### config.mk
export PLATFORM = sky130hd
export DESIGN_NAME = fetch_queue
export DESIGN_NICKNAME = d
export VERILOG_FILES = /design/src/rtl/fetch_queue.sv
export SDC_FILE = /design/constraint.sdc
export NUM_CORES = 1
export LEC_CHECK = 0
export BUFFER_PORTS_ARGS = -buffer_cell sky130_fd_sc_hd__buf_2
export CORE_MARGIN = 2
export CORE_UTILIZATION = 53
export DETAILED_ROUTE_END_ITERATION = 8
export GPL_TIMING_DRIVEN = 0
export PLACE_DENSITY = 0.74
export SYNTH_ARGS = -nofsm -noshare
export SYNTH_HDL_FRONTEND = slang
export SYNTH_SLANG_ARGS = --single-unit
### constraint.sdc
create_clock -name clk -period 6.9 [get_ports clk]
set_input_delay 1.38 -clock clk [delete_from_list [all_inputs] [get_ports clk]]
set_output_delay 1.38 -clock clk [all_outputs]
set_load 0.05 [all_outputs]
### src/rtl/fetch_queue.sv
// fetch_queue
//   Decouples instruction fetch from decode with a small circular buffer of
//   {pc, instr} entries. The queue throttles the PC register through
//   pc_enable so a word presented while the queue is full is simply
//   re-presented on the next cycle. A flush (branch/jump redirect) drops all
//   queued and incoming words in a single cycle.
//
// Ports
//   clk        in   clock, all state updates on the rising edge
//   rst        in   asynchronous active-high reset (pointers and count only)
//   f_valid    in   fetch word present on f_pc/f_instr
//   f_pc       in   [31:0] PC of the fetched word
//   f_instr    in   [31:0] instruction word read at f_pc
//   flush      in   redirect: discard queued and incoming words
//   pc_enable  out  advance enable to the PC register
//   d_valid    out  head entry valid toward decode
//   d_pc       out  [31:0] PC of the head entry (0 when empty)
//   d_instr    out  [31:0] instruction of the head entry (NOP when empty)
//   d_ready    in   decode accepts the head entry this cycle
//   count      out  [$clog2(DEPTH):0] number of occupied entries
module fetch_queue #(
  parameter int          DEPTH = 4,
  parameter logic [31:0] NOP   = 32'h0000_0013
) (
  input  logic                     clk,
  input  logic                     rst,
  input  logic                     f_valid,
  input  logic [31:0]              f_pc,
  input  logic [31:0]              f_instr,
  input  logic                     flush,
  output logic                     pc_enable,
  output logic                     d_valid,
  output logic [31:0]              d_pc,
  output logic [31:0]              d_instr,
  input  logic                     d_ready,
  output logic [$clog2(DEPTH):0]   count
);

  localparam int AW = $clog2(DEPTH);
  localparam int CW = AW + 1;

  logic [31:0]   r_pc_mem    [DEPTH];
  logic [31:0]   r_instr_mem [DEPTH];
  logic [AW-1:0] r_wptr;
  logic [AW-1:0] r_rptr;
  logic [CW-1:0] r_count;

  logic w_full;
  logic w_empty;
  logic w_pop;
  logic w_push;

  assign w_full  = (r_count == CW'(DEPTH));
  assign w_empty = (r_count == '0);

  // A pop frees a slot in the same cycle, so a full queue can still accept
  // a word while decode is draining it.
  assign w_pop     = ~w_empty & d_ready & ~flush;
  assign pc_enable = ~flush & (~w_full | w_pop);
  assign w_push    = f_valid & pc_enable;

  // Pointers wrap naturally because DEPTH is a power of two.
  always_ff @(posedge clk or posedge rst) begin
    if (rst) begin
      r_wptr  <= '0;
      r_rptr  <= '0;
      r_count <= '0;
    end else if (flush) begin
      r_wptr  <= '0;
      r_rptr  <= '0;
      r_count <= '0;
    end else begin
      if (w_push) r_wptr <= r_wptr + AW'(1);
      if (w_pop)  r_rptr <= r_rptr + AW'(1);
      case ({w_push, w_pop})
        2'b10:   r_count <= r_count + CW'(1);
        2'b01:   r_count <= r_count - CW'(1);
        default: r_count <= r_count;
      endcase
    end
  end

  // Entry storage carries no reset; validity is tracked by count alone.
  always_ff @(posedge clk) begin
    if (w_push) begin
      r_pc_mem[r_wptr]    <= f_pc;
      r_instr_mem[r_wptr] <= f_instr;
    end
  end

  // Head is read straight from storage: a word written on an edge into an
  // empty queue appears on d_* only after that edge (no fetch-to-decode bypass).
  always_comb begin
    d_valid = 1'b0;
    d_pc    = 32'h0;
    d_instr = NOP;
    if (!w_empty) begin
      d_valid = 1'b1;
      d_pc    = r_pc_mem[r_rptr];
      d_instr = r_instr_mem[r_rptr];
    end
  end

  assign count = r_count;

endmodule

======== Word level (Yosys, flattened, before mapping) ========
Memories as Yosys holds them, arrays and structs flattened.
Cells that the tools add are included.
word-level totals
  memories kept ........................... 2
  bits in registers ....................... 7
  latch bits .............................. 0
  bits in read-only memories .............. 0
  word-level logic and storage cells ...... 35
  bits in writable memories ............... 256
  output and inout port bits .............. 69
memories
  name         words  width  rd ports  clocked after Yosys merged registers in  write ports  line  source
  r_instr_mem  4      32     1         0                                        1            43    logic [31:0] r_instr_mem [DEPTH];
  r_pc_mem     4      32     1         0                                        1            42    logic [31:0] r_pc_mem [DEPTH];
operators by class
  multipliers ............................. 0
  div/mod/pow operators ................... 0
  bitwise logic cells ..................... 8
  shifts and indexed selects .............. 0
  magnitude comparators ................... 0
  equality and inequality tests ........... 3
  add/subtract/negate cells ............... 4
  reductions and logical operators ........ 4
  mux-type cells .......................... 11
operators by type and width
  kind                                               count
  2-to-1 mux 32 bit                                  2
  2-to-1 mux 2 bit                                   4
  case mux 3 bit (2 select lines)                    1
  adder 2 x 1 -> 2 bit (second input constant)       2
  bitwise AND 1 bit                                  4
  nonzero test 2 bit                                 2
  adder 3 x 1 -> 3 bit (second input constant)       1
  == test 3 bit (second input constant)              1
  logical NOT 3 bit                                  1
  2-to-1 mux 1 bit                                   3
  2-to-1 mux 3 bit                                   1
  inverter 1 bit                                     3
  nonzero test 3 bit                                 1
  subtractor 3 x 1 -> 3 bit (second input constant)  1
  == test 2 x 1 -> 1 bit (second input constant)     1
  == test 2 bit (second input constant)              1
  OR 1 bit                                           1

======== Logic depth before layout (Yosys ltp) ========
  word-level depth ........................ 10
  depth in mapped cells ................... 10
  gate-level depth less buffers ........... 9

======== Worst setup path before layout ========
OpenSTA, ideal clock, no wires.
  path type ............................... in2reg
  start point ............................. input port flush
  end point ............................... memory r_instr_mem[0][0], enable pin
  arrival time ............................ 3520 ps
  data required time ...................... 6471 ps
  setup time .............................. 429 ps
  stages .................................. 4
  path slack .............................. 2951 ps
  cell sequence ........................... and2b_4 > nor2b_1 > clkbuf_1 > and2_1
between the ends
  longest elaborated chain between the ends .. 7
ends and longest elaborated chain
  what                                        line    source
  start: declaration                          30      input logic flush,
  inverter 1 bit (*)                          58, 59
  bitwise AND 1 bit                           58      assign w_pop = ~w_empty & d_ready & ~flush;
  OR 1 bit                                    59      assign pc_enable = ~flush & (~w_full | w_pop);
  bitwise AND 1 bit (*)                       59
  bitwise AND 1 bit (*)                       60      assign w_push = f_valid & pc_enable;
  2-to-1 mux 1 bit (*)                        85      if (w_push) begin
  2-to-1 mux 1 bit (not written as such) (*)  87      r_instr_mem[r_wptr] <= f_instr;
  end: declaration                            43
Every way passes the cells marked *; elsewhere a longest branch is shown, timed or not.

======== Worst setup path in the final report ========
  start point ............................. register r_count[1] (netlist: count[1])
  end point ............................... output port d_pc[5]
between the ends
  longest elaborated chain between the ends .. 2
ends and longest elaborated chain
  what                      line  source
  start: declaration        46    logic [CW-1:0] r_count;
  start signal: assignment  76    2'b10: r_count <= r_count + CW'(1);
  start signal: assignment  77    2'b01: r_count <= r_count - CW'(1);
  start signal: assignment  78    default: r_count <= r_count;
  logical NOT 3 bit         54    assign w_empty = (r_count == '0);
  2-to-1 mux 32 bit         97    if (!w_empty) begin
  end: declaration          33    output logic [31:0] d_pc,
Every way passes these cells.

==> out/metrics.cfg <==
[setup_path]
crit_buf_inv = 3
critPathCaptureType = output port
critPathSlowestCell = dfrtp_1
crit_type = register to output port
path_max_fanout = 10
crit_family = buffers and inverters
required_ns = 5.52
startpoint_type = register
cp_cell_sequence = nor3_1 > inv_1 > clkbuf_1 > and2_1 > buf_2
cp.arrival_ns = 2.39
slowest_delay_ns = 0.46

[sta]
worst_slew_pin_slew_ns = 0.626
drv_slew = 0
slew_headroom = 0.582
hold_viol = 0
setup_tns_ns = 0
max_freq_ghz = 0.265
fin_crit_sh = 0.546
rsz0062_at_grt = false
finalWorstSetupSlack_ns = 3.13
setup_viol = 0
period_needed_ns = 3.77
skew_ns = 0.00890

[placement]
gp_congestion = 0.754
port-buffer-count = 136
place_ws_ns = 3.34
dp.cells = 836
hpwl_um = 11700

[min_path]
hold_class = register to register

[global_routing]
antenna_found_initial = 2
grt_overflow = 0
track_usage = 0.189
grt_pass1_vias = 5359
grt_pass1_wl_um = 29300
grt_max_degree = 38

[drt]
vias_per_cell = 5.56
num_vias = 4923
drtPass1Iterations = 4
drc = 0
routed_wl_um = 18700
first_iter_violations = 342
ant_nets = 0
wl_per_cell_um = 21.1

[yosys]
synth_cells = 462
syn-cell-area_sq_mm = 0.0102
ys_ff_latch = 263
yosys_warnings = 0
synth.avg_cell_area_sq_um = 22.0
yosysSeqAreaShare = 0.773
synth_cell_types = 32
syn_nets = 536

[die]
start_util = 0.542
rows = 50
pin_count = 138
placeableCoreArea_sq_mm = 0.0188
dieArea_sq_mm = 0.0203
dieHeight_um = 143
die_w_um = 143

[clock_tree]
cts_hold_buf = 0
cts.sinks = 263
path_clk_slew_ns = 0.06
h-tree-depth = 1
postCtsSetupBuffers = 0
cts_root_buf = clkbuf_16
cts_buffers = 27
cts_tree = built
cts_max_path_buffers = 3
worstSkewPairLatency_ns = 0.51
cts_resized = 0

[power]
vdd_ir_drop_max_v = 0.000251
total_power_mw = 4.53
p_int_mw = 2.97
switching_power_mw = 1.55
combPwrFrac = 0.312
swShare = 0.343
power.density_mw_per_mm2 = 377
p_clk_frac = 0.281
pwr-share-seq = 0.407
p_leak_nw = 4.19

[flow_run]
maxCapViolations = 0

[final_layout]
final_cells = 886
drive_above_1_share = 0.399
fin_nets = 705
syn2layout_area_growth_pct = 18.2

[outcome]
outcome = finished clean

==> final timing paths <==
check	startpoint	end	slack, ns	depth (start not counted)
worst max-delay path	count[1]	d_pc[5]	3.13	5
worst min-delay path	r_wptr[0]	r_wptr[0]	0.59	1
worst max register to register	count[1]	count[2]	4.30	9
worst min register to register	r_wptr[0]	r_wptr[0]	0.59	1
max in group asynchronous	rst	count[2]	5.90	2
min in group asynchronous	rst	count[1]	0.79	2
==> sequential cells by signal, indices dropped and copies added (netlist names) <==
name         cells
r_pc_mem       128
count            3
r_rptr           2
r_instr_mem    128
r_wptr           2
==> synthesized netlist by cell type, drive strengths merged <==
cell type,instances,area share
a221oi,1,0.0015
nor3,3,0.0015
ha,4,0.0049
mux4,64,0.14
buf,14,0.0096
clkbuf,9,0.0033
nand2b,3,0.0018
inv,4,0.0015
fa,1,0.0020
nor4b,1,0.00086
o31ai,1,0.00074
edfxtp,256,0.76
mux2i,1,0.00098
or2,3,0.0018
nor2,8,0.0030
o22a,1,0.00086
o21bai,1,0.00074
nand2,3,0.0011
nor2b,2,0.0012
xor2,2,0.0017
xnor2,1,0.00086
mux2,2,0.0022
nand3,1,0.00049
and2,65,0.040
and2b,2,0.0017
dfrtp,7,0.017
a32oi,1,0.00086
a21oi,1,0.00049
==> routing by layer <==
| metal | GRT usage | wire, um |
|---|---|---|
| met5 | 0 | 13 |
| met4 | 0.0464 | 347 |
| met3 | 0.0491 | 1420 |
| met2 | 0.324 | 9360 |
| met1 | 0.246 | 7550 |
==> area by class of cell <==
type | instances | area, sq um
repair buffers | 140 | 768
inverters | 4 | 15.0
diodes | 1 | 2.50
clock buffers | 35 | 706
flip-flops and latches | 263 | 7860
multi-input cells | 172 | 2180
well taps | 234 | 293
clock inverters | 14 | 68.8
fillers | 1283 | 6740
plain buffers | 23 | 131
==> logic make-up (layout without fill, tap and decap cells) <==
| kind of cell | after synthesis | count (layout) | share of synthesized area |
|---|---|---|---|
| fa+ha+maj | 5 | 5 | 0.00689 |
| xor+xnor | 3 | 3 | 0.00258 |
| buf+inv | 27 | 216 | 0.0144 |
| mux | 67 | 67 | 0.145 |
| flops | 263 | 263 | 0.773 |
| simple gates | 91 | 91 | 0.0535 |
| other cells | 0 | 1 | 0 |
| compound gates | 6 | 6 | 0.00516 |
==> cells in the final DEF, fill, tap and decap left out, types with 2 or more instances in the layout <==
cell       count
and2_1        61
clkbuf_16     27
nand2b_1       3
clkbuf_1      17
mux4_2        64
nand2_1        3
nor2b_1        2
clkinv_2       6
ha_1           4
or2_1          3
edfxtp_1     256
nor3_1         3
buf_12         3
nor2_1         8
buf_2        145
clkinv_1       6
and2_4         4
dfrtp_1        7
inv_1          4
buf_6          4
xor2_1         2
==> worst reg2reg max path: stages, from the launching register on <==
cell and delay, ns:
dfrtp_1 0.46, nor3_1 0.35, inv_1 0.31, nand2_1 0.19, nor3_1 0.08, fa_1 0.43
nand2b_1 0.20, o22a_1 0.21, a32oi_1 0.14, a21oi_1 0.09
==> metrics by stage <==
step	cell area [sq um]	hold WS, ns	util
2_1_floorplan	10200	0.555	-
3_3_place_gp	11100	0.563	0.594
3_5_place_dp	11200	0.582	0.599
4_1_cts	12000	0.595	0.641
5_1_grt	12000	0.624	0.641
6_report	12000	0.594	0.641
==> power groups by stage <==
stage          Clock [mW]  Sequential (mW)  Combinational (mW)
6_report             1.27             1.84                1.41
5_1_grt              1.37             1.85                1.51
4_1_cts              1.31             1.84                1.44
3_5_place_dp            0             1.88                1.44
3_3_place_gp            0             1.88                1.42
2_1_floorplan           0             1.89                1.08
Note: power is estimated with default switching activity, not from simulation.
